==> src/rtl/mult_div_unit_if.sv <==
// mult_div_unit_if: operand, command and HI/LO result bundle for the multiply/divide unit.
interface mult_div_unit_if;
  logic [31:0] BusA;
  logic [31:0] BusB;
  logic        Start;
  logic [1:0]  Op;
  logic        HiWr;
  logic        LoWr;
  logic        Busy;
  logic        Done;
  logic        DivZero;
  logic [31:0] Hi;
  logic [31:0] Lo;
  modport master (
    output BusA, BusB, Start, Op, HiWr, LoWr,
    input  Busy, Done, DivZero, Hi, Lo
  );
  modport slave (
    input  BusA, BusB, Start, Op, HiWr, LoWr,
    output Busy, Done, DivZero, Hi, Lo
  );
endinterface

==> src/rtl/mult_div_unit.sv <==
// mult_div_unit: iterative 32-bit MULT/MULTU/DIV/DIVU with HI/LO registers, 33-cycle latency.
module mult_div_unit (
  input  logic            Clk,
  input  logic            Reset,
  mult_div_unit_if.slave  bus
);
  typedef enum logic [1:0] {IDLE, RUN, FIX} state_t;
  state_t      state_q, state_d;
  logic [4:0]  cnt_q, cnt_d;
  logic [1:0]  op_q, op_d;
  logic        sa_q, sa_d, sb_q, sb_d;
  logic [31:0] a_q, a_d, b_q, b_d;
  logic [63:0] acc_q, acc_d;
  logic [31:0] rem_q, rem_d;
  logic [31:0] hi_q, hi_d, lo_q, lo_d;
  logic        done_q, done_d, dz_q, dz_d;
  logic        busy, start_go, mt_go, fix;
  logic [31:0] a_abs, b_abs;
  logic [32:0] sum, shifted, diff;
  logic        ge;
  logic [63:0] mul_acc, div_acc, prod;
  logic [31:0] quot, remv, a_org, hi_fix, lo_fix;
  logic        neg, dz;
  always_ff @(posedge Clk) begin
    if (Reset) begin
      state_q <= IDLE;
      cnt_q   <= 5'd0;
    end else begin
      state_q <= state_d;
      cnt_q   <= cnt_d;
    end
  end
  always_comb begin
    state_d = state_q == IDLE ? (bus.Start ? RUN : IDLE) :
              state_q == RUN  ? (cnt_q == 5'd31 ? FIX : RUN) : IDLE;
    cnt_d   = state_q == RUN ? cnt_q + 5'd1 : 5'd0;
  end
  always_comb begin
    busy     = state_q != IDLE;
    start_go = state_q == IDLE && bus.Start;
    mt_go    = state_q == IDLE && !bus.Start;
    fix      = state_q == FIX;
  end
  // Multiply keeps the multiplier in acc[31:0]; divide keeps dividend/quotient there.
  always_comb begin
    a_abs   = (bus.Op[0] && bus.BusA[31]) ? -bus.BusA : bus.BusA;
    b_abs   = (bus.Op[0] && bus.BusB[31]) ? -bus.BusB : bus.BusB;
    sum     = {1'b0, acc_q[63:32]} + (acc_q[0] ? {1'b0, a_q} : 33'd0);
    mul_acc = {sum, acc_q[31:1]};
    shifted = {rem_q, acc_q[31]};
    diff    = shifted - {1'b0, b_q};
    ge      = !diff[32];
    div_acc = {acc_q[63:32], acc_q[30:0], ge};
    neg     = sa_q ^ sb_q;
    prod    = neg ? -acc_q : acc_q;
    quot    = neg ? -acc_q[31:0] : acc_q[31:0];
    remv    = sa_q ? -rem_q : rem_q;
    a_org   = sa_q ? -a_q : a_q;
    dz      = op_q[1] && b_q == 32'd0;
    hi_fix  = dz ? a_org : op_q[1] ? remv : prod[63:32];
    lo_fix  = dz ? 32'hFFFF_FFFF : op_q[1] ? quot : prod[31:0];
  end
  always_comb begin
    op_d   = start_go ? bus.Op : op_q;
    sa_d   = start_go ? bus.Op[0] & bus.BusA[31] : sa_q;
    sb_d   = start_go ? bus.Op[0] & bus.BusB[31] : sb_q;
    a_d    = start_go ? a_abs : a_q;
    b_d    = start_go ? b_abs : b_q;
    acc_d  = start_go ? {32'd0, bus.Op[1] ? a_abs : b_abs} :
             state_q == RUN ? (op_q[1] ? div_acc : mul_acc) : acc_q;
    rem_d  = start_go ? 32'd0 :
             state_q == RUN && op_q[1] ? (ge ? diff[31:0] : shifted[31:0]) : rem_q;
    hi_d   = fix ? hi_fix : (mt_go && bus.HiWr) ? bus.BusA : hi_q;
    lo_d   = fix ? lo_fix : (mt_go && bus.LoWr) ? bus.BusA : lo_q;
    done_d = fix;
    dz_d   = fix && dz;
  end
  always_ff @(posedge Clk) begin
    if (Reset) begin
      op_q   <= 2'd0;
      sa_q   <= 1'b0;
      sb_q   <= 1'b0;
      a_q    <= 32'd0;
      b_q    <= 32'd0;
      acc_q  <= 64'd0;
      rem_q  <= 32'd0;
      hi_q   <= 32'd0;
      lo_q   <= 32'd0;
      done_q <= 1'b0;
      dz_q   <= 1'b0;
    end else begin
      op_q   <= op_d;
      sa_q   <= sa_d;
      sb_q   <= sb_d;
      a_q    <= a_d;
      b_q    <= b_d;
      acc_q  <= acc_d;
      rem_q  <= rem_d;
      hi_q   <= hi_d;
      lo_q   <= lo_d;
      done_q <= done_d;
      dz_q   <= dz_d;
    end
  end
  assign bus.Busy    = busy;
  assign bus.Done    = done_q;
  assign bus.DivZero = dz_q;
  assign bus.Hi      = hi_q;
  assign bus.Lo      = lo_q;
endmodule
==> src/flat_wrapper.sv <==
// flat-port wrapper written by rule: the top's interface ports become plain ports
module mult_div_unit_flat 
  (Clk, Reset, bus_BusA, bus_BusB, bus_Start, bus_Op, bus_HiWr, bus_LoWr, bus_Busy, bus_Done, bus_DivZero, bus_Hi, bus_Lo);
  mult_div_unit_if bus_i ();
  input  logic Clk;
  input  logic Reset;
  input wire logic [$bits(bus_i.BusA)-1:0] bus_BusA;
  input wire logic [$bits(bus_i.BusB)-1:0] bus_BusB;
  input wire logic [$bits(bus_i.Start)-1:0] bus_Start;
  input wire logic [$bits(bus_i.Op)-1:0] bus_Op;
  input wire logic [$bits(bus_i.HiWr)-1:0] bus_HiWr;
  input wire logic [$bits(bus_i.LoWr)-1:0] bus_LoWr;
  output wire logic [$bits(bus_i.Busy)-1:0] bus_Busy;
  output wire logic [$bits(bus_i.Done)-1:0] bus_Done;
  output wire logic [$bits(bus_i.DivZero)-1:0] bus_DivZero;
  output wire logic [$bits(bus_i.Hi)-1:0] bus_Hi;
  output wire logic [$bits(bus_i.Lo)-1:0] bus_Lo;
  assign bus_i.BusA = bus_BusA;
  assign bus_i.BusB = bus_BusB;
  assign bus_i.Start = bus_Start;
  assign bus_i.Op = bus_Op;
  assign bus_i.HiWr = bus_HiWr;
  assign bus_i.LoWr = bus_LoWr;
  assign bus_Busy = bus_i.Busy;
  assign bus_Done = bus_i.Done;
  assign bus_DivZero = bus_i.DivZero;
  assign bus_Hi = bus_i.Hi;
  assign bus_Lo = bus_i.Lo;
  mult_div_unit u_core (.Clk(Clk), .Reset(Reset), .bus(bus_i));
endmodule
==> config.mk <==
export PLATFORM = sky130hd
export DESIGN_NAME = mult_div_unit_flat
export DESIGN_NICKNAME = d
export VERILOG_FILES = /design/src/rtl/mult_div_unit_if.sv /design/src/rtl/mult_div_unit.sv /design/src/flat_wrapper.sv
export SDC_FILE = /design/constraint.sdc
export NUM_CORES = 1
export LEC_CHECK = 0
export CAP_MARGIN = 20
export CORE_UTILIZATION = 60
export DETAILED_ROUTE_END_ITERATION = 8
export GPL_TIMING_DRIVEN = 1
export PLACE_DENSITY = 0.8
export SETUP_SLACK_MARGIN = 0.1
export SLEW_MARGIN = 0
export SYNTH_ARGS = -nofsm -noshare
export SYNTH_HDL_FRONTEND = slang
export SYNTH_SLANG_ARGS = --single-unit
==> constraint.sdc <==
create_clock -name Clk -period 4.65 [get_ports Clk]
set_input_delay 0.93 -clock Clk [delete_from_list [all_inputs] [get_ports Clk]]
set_output_delay 0.93 -clock Clk [all_outputs]
set_load 0.005 [all_outputs]
==> results_dict.tcl, run 1 <==
set metrics [dict create \
    antenna_found_initial 0 \
    regArea_um2 4730 \
    initial_core_util_pct 61.29 \
    die_w_um 173.5 \
    die_h_um 173.5 \
    drtIter0Drc 2258 \
    maxSlewHeadroom_pct 24.07 \
    critical_path_class "flip-flop to flip-flop" \
    viasPerCell 6.587 \
    finalHoldViolCount 0 \
    met3_length_um 6849 \
    gp_congestion 1.034 \
    maxCapViolCount 0 \
    cts_buffer_depth 3 \
    synth_top_area_cell "dfxtp_1" \
    synth-seq-cells 236 \
    critical_path_arrival_ns 4.55 \
    rows 62 \
    hold_path_class "flip-flop to flip-flop" \
    netlist_area_um2 17640 \
    leakagePower_nw 7.900 \
    syn_inst 2343 \
    grt_max_degree 109 \
    vias 18450 \
    reg2reg_to "u_core.rem_q[17]" \
    wl_um 61650 \
    max_freq_mhz 241.7 \
    postCtsSetupRepairBufs 0 \
    post-dp-hpwl_um 45970 \
    synth_cell_types 82 \
    cts.sink_count 236 \
    min_period_ns 4.138 \
    ctsResizeCount 0 \
    multi_input_area_um2 12050 \
    firstDrtPassIters 8 \
    start_kind "flip-flop" \
    postRouteAntennaNets 0 \
    timing.rr.start "u_core.acc_q[31]" \
    rsz0062_at_grt "false" \
    grt.overflow.total 0 \
    synth_top_area_share_pct 26.79 \
    grt_usage_pct 39.77 \
    antenna_cells 0 \
    endpoint_kind "flip-flop" \
    clk_latency_ns 0.56 \
    grt_pass1_vias 16670 \
    maxSlewViolCount 0 \
    grt_pass1_wl_um 94860 \
    route.detailed.drc 0 \
    synth-edff-count 0 \
    path_max_fanout 15 \
    r2r_cells 15 \
    num_io_pins 138 \
    finClkSkew_ns 0.01544 \
    routed.top_layer "met4" \
    tightestPinTransition_ns 1.139 \
    layout-drive-gt1-share_pct 5.875 \
    synthArstFlopShare_pct 0 \
    hp-start "u_core.cnt_q[0]" \
    required_ns 5.06 \
    clockRootBuffer "clkbuf_16" \
    timing.final.crit_share_pct 88.98 \
    netlist_top_cells_area "dfxtp_1 (27%), a21oi_1 (6.2%), o21ai_0 (6.1%), xnor2_1 (5.9%), xor2_1 (5.4%)" \
    setup-tns-final_ns 0 \
    area_delta_synth_final_pct 14.17 \
    cts_tree "yes" \
    nNetsFinal 2541 \
    setup_violations 0 \
    whs_path_depth 1 \
    seq_area_frac_synth_pct 26.79 \
    hold_slack_ns 0.4836 \
    r2r_slack_ns 0.51 \
    fp.dieArea_um2 30090 \
    synth_fp_nets 2487 \
    power.density_nw_per_um2 296.7 \
    cts_max_level 1 \
    holdPathEnd "u_core.cnt_q[0]" \
    core_area_um2 28780 \
    numCtsBuffers 27 \
    clk_pin_slew_worst_paths_ns 0.06 \
    fillers 2422 \
    ir_worst_vdd_mv 0.2982 \
    met2_wirelength_um 25890 \
    syn_area_per_cell_um2 7.528 \
    io_buffer_count 137 \
    wl_met1_um 26050 \
    yosys_warnings 0 \
    avgRoutedWirePerCell_um 22.01 \
    status "finished, final reports clean" \
    synthFlopType "dfxtp_1" \
    hold_buffers 0 \
]
how the worst max path moves through the flow:
stage | startpoint | endpoint | slack (ns) | cells after the start
finish | u_core.acc_q[31] | u_core.rem_q[17] | 0.51 | 15
global route | u_core.acc_q[31] | u_core.rem_q[17] | 0.26 | 15
detailed placement | bus_BusA[9] | u_core.acc_q[28] | 0.12 | 11
floorplan | bus_BusA[2] | u_core.acc_q[29] | 1.08 | 11
global placement | bus_BusA[9] | u_core.acc_q[29] | 0.28 | 11
CTS | u_core.acc_q[31] | u_core.rem_q[10] | 0.61 | 15
synth_stat cells (7+ instances only):
master	number
dfxtp_1	236
a21oi_1	220
o21ai_0	216
nor2_1	214
nand2_1	211
clkbuf_1	131
xnor2_1	119
xor2_1	109
a211oi_1	89
mux2i_1	82
ha_1	71
inv_1	69
nor3_1	50
nand3_1	42
o211ai_1	42
and2_1	39
o31ai_1	36
nor4_1	33
a22oi_1	31
or3_1	26
or4_1	24
a31oi_1	20
nand2b_1	20
o22ai_1	18
a21o_1	16
o41ai_1	12
buf_1	11
and3_1	10
nor2b_1	10
o21a_1	10
or2_2	9
o21bai_1	8
nand4_1	7
nor3b_1	7
through the flow:
step           setup WS (ns)  instances  power [mW]  area (um2)  util, %
2_1_floorplan          1.075       2343       3.249       17640        -
3_3_place_gp          0.2791       2752       3.717       19230    66.81
3_5_place_dp          0.1194       2752       3.744       19230    66.81
4_1_cts               0.6102       2801       5.928       20140    69.97
5_1_grt               0.2642       2801       6.193       20140    69.97
6_report              0.5125       2801       5.975       20140    69.97
routing by layer:
layer	track usage, %	vias to the layer above
li1	-	8567
met1	56.33	8646
met2	58.50	1105
met3	7.105	133
met4	17.99	0
met5	0	-
power breakdown:
group	internal, mW	switching [mW]	leakage, nW
Clock	1.28	0.930	0.449
Sequential	2.13	0.167	1.93
Combinational	0.586	0.875	5.52
Total	4.00	1.97	7.90
state kept, by name, summed over array words and instances (netlist names):
name	count
u_core.state_q	2
u_core.b_q	32
u_core.a_q	32
u_core.acc_q	64
u_core.cnt_q	5
u_core.bus.Done	1
u_core.sb_q	1
u_core.bus.Lo	32
u_core.op_q	1
u_core.bus.Hi	32
u_core.bus.DivZero	1
u_core.rem_q	32
u_core.sa_q	1
cell type report:
cell class	instances	area share, %
multi-input combinational	1881	59.83
clock inverter	14	0.6710
inverter	70	1.305
clock buffer	35	3.852
sequential	236	23.49
tap	384	2.386
timing repair buffer	181	8.475
worst max-delay path, stage by stage (launching register included):
cell,delay [ns]
dfxtp_1,0.45
inv_1,0.12
ha_1,0.24
fa_1,0.40
nor2b_1,0.18
o2111ai_1,0.16
a31oi_1,0.17
buf_4,0.15
nand3_1,0.12
a31oi_1,0.34
o2111ai_1,0.25
a41o_1,0.33
nor2_4,0.47
buf_4,0.29
mux2i_1,0.23
a21oi_1,0.09
cells by family (layout without fill, tap and decap cells):
family	count (synthesis)	after routing	synth area share (%)
compound gates	764	764	26.59
xor+xnor	228	228	11.32
fa+ha+maj	73	73	5.264
buf+inv	226	300	5.207
flops	236	236	26.79
mux	85	85	4.845
simple gates	731	731	19.99
cells in the final DEF (no fill, tap or decap), types with 50 or more instances in the layout:
cell / Yosys / layout
dfxtp_1: 236 / 234
a21oi_1: 220 / 220
o21ai_0: 216 / 216
nand2_1: 211 / 210
nor2_1: 214 / 209
clkdlybuf4s50_1: 0 / 135
xnor2_1: 119 / 118
xor2_1: 109 / 108
a211oi_1: 89 / 89
mux2i_1: 82 / 82
ha_1: 71 / 71
inv_1: 69 / 69
nor3_1: 50 / 50
(Power assumes the default switching activity.)
==> run 2, diff against run 1 <==
CORE_UTILIZATION = 61   (was 60)
CTS_BUF_LIST = sky130_fd_sc_hd__clkbuf_8   (was not set)
GPL_ROUTABILITY_DRIVEN = 1   (was not set)
PLACE_DENSITY = 0.81   (was 0.8)
SETUP_SLACK_MARGIN = not set   (was 0.1)
==> run 2 against run 1 <==
Net effect: first-iteration DRC count rose by 3.7%; sequential power barely moved; setup slack worse by 0.032 ns; final area rose by 0.12%; count of clock-buffer cells in the layout up 20; largest cell class unchanged; core utilization is 1.8 points higher; sequential share of layout area about the same; worst hold slack lost 0.0094 ns; critical endpoint is now u_core.acc_q[0]; routed wire length rose by 3.8%.
==> results_dict.tcl, run 2 (synthesis gave the netlist of run 1 again) <==
set metrics [dict create \
    power_mw 5.913 \
    clk_pin_slew_worst_paths_ns 0.06 \
    required_ns 5.11 \
    min_period_ns 4.169 \
    firstDrtPassIters 9 \
    cts_tree "yes" \
    die_h_um 172.0 \
    largest_register "u_core.acc_q" \
    hold_buffers 0 \
    ctsResizeCount 0 \
    max_stage_delay_ns 0.51 \
    cts_max_level 2 \
    critPathLaunch "u_core.acc_q[31]" \
    layout-drive-gt1-share_pct 6.661 \
    finClkSkew_ns 0.01571 \
    io_buffer_count 137 \
    clockRootBuffer "clkbuf_8" \
    regArea_um2 4730 \
    gp_congestion 1.010 \
    maxSlewViolCount 0 \
    avgRoutedWirePerCell_um 22.66 \
    grt.overflow.total 0 \
    nNetsFinal 2559 \
    hp-start "u_core.b_q[26]" \
    hold_slack_ns 0.4742 \
    viasPerCell 6.673 \
    max_freq_mhz 239.9 \
    antenna_cells 0 \
    status "finished, final reports clean" \
    rsz0062_at_grt "false" \
    postCtsSetupRepairBufs 0 \
    route.detailed.drc 0 \
    largest_reg_flops 64 \
    timing.final.crit_share_pct 89.66 \
    postRouteAntennaNets 0 \
    fp.dieArea_um2 29600 \
    path_max_fanout 14 \
    antenna_found_initial 0 \
    cts.sink_count 236 \
    post-dp-hpwl_um 48010 \
    area_delta_synth_final_pct 14.31 \
    core_area_um2 28090 \
    grt_pass1_vias 16980 \
    ir_worst_vdd_mv 0.3562 \
    maxSlewHeadroom_pct 31.76 \
    setup_violations 0 \
    layout.cells.most_common "dfxtp_1" \
    maxCapViolCount 0 \
    grt_max_degree 66 \
    endpoint_kind "flip-flop" \
    hold_path_class "flip-flop to flip-flop" \
    num_io_pins 138 \
    drtIter0Drc 2342 \
    critical_path_arrival_ns 4.63 \
    most-common-layout-cells "dfxtp_1 (234), a21oi_1 (220), o21ai_0 (216)" \
    crit_path_top_delay_cell "o21ai_0" \
    timing.rr.start "u_core.acc_q[31]" \
    critical_path_class "flip-flop to flip-flop" \
    initial_core_util_pct 62.80 \
    clk_latency_ns 0.58 \
    leakagePower_nw 7.975 \
    numCtsBuffers 43 \
    rows 61 \
    tightestPinTransition_ns 1.022 \
    multi_input_area_um2 12060 \
    vias 18850 \
    power.density_nw_per_um2 293.3 \
    grt_usage_pct 42.23 \
    wl_um 64020 \
    postPlaceCellArea_um2 19250 \
    cts_buffer_depth 3 \
    finalHoldViolCount 0 \
    die_w_um 172.0 \
    fillers 2346 \
    start_kind "flip-flop" \
    postLayoutCellArea_um2 20160 \
    grt_pass1_wl_um 96030 \
    setup-tns-final_ns 0 \
    worstPathCellList "inv_1 -> ha_1 -> fa_1 -> nor2b_1 -> o2111ai_1 -> a31oi_1 -> nand3_1 -> a31oi_1 -> o2111ai_1 -> o21ai_0 -> nor2_4 -> mux2_2 -> a211oi_1" \
]
-- run 2: layout make-up --
| class | instances | area share [%] |
|---|---|---|
| clock buffer | 55 | 3.755 |
| clock inverter | 22 | 0.7881 |
| inverter | 70 | 1.303 |
| multi-input combinational | 1881 | 59.81 |
| sequential | 236 | 23.46 |
| tap | 378 | 2.346 |
| timing repair buffer | 183 | 8.539 |
-- run 2: worst paths after layout --
| path | end | slack [ns] | cells past startpoint |
|---|---|---|---|
| min reg2reg | u_core.b_q[26] | 0.47 | 2 |
| max reg2reg | u_core.acc_q[0] | 0.48 | 13 |
| min | u_core.b_q[26] | 0.47 | 2 |
| max | u_core.acc_q[0] | 0.48 | 13 |
-- run 2: critical path: cells and delay by family, from the launching register on --
family / cells / cell delay [ns]
mux: 1 / 0.34
flops: 1 / 0.42
buf+inv: 1 / 0.09
fa+ha+maj: 2 / 0.63
simple gates: 3 / 0.59
compound gates: 6 / 1.98
-- run 2: layer usage --
metal	track usage (%)	part of all wire, %	vias up
met5	0	0	-
met2	62.99	42	1211
met1	56.67	41	8789
li1	-	-	8613
met3	8.652	11	238
met4	23.43	5.5	0
-- run 2: stage by stage --
step / setup slack, ns / util, % / instances
6_report: 0.4809 / 71.78 / 2825
3_5_place_dp: 0.3275 / 68.52 / 2748
4_1_cts: 0.5708 / 71.78 / 2825
3_3_place_gp: 0.3369 / 68.52 / 2748
5_1_grt: 0.2789 / 71.78 / 2825
2_1_floorplan: 1.075 / - / 2343
-- run 2: where the power goes --
group | internal (mW) | switching (mW) | total [mW]
Sequential | 2.13 | 0.169 | 2.30
Combinational | 0.582 | 0.881 | 1.46
Clock | 1.18 | 0.969 | 2.15
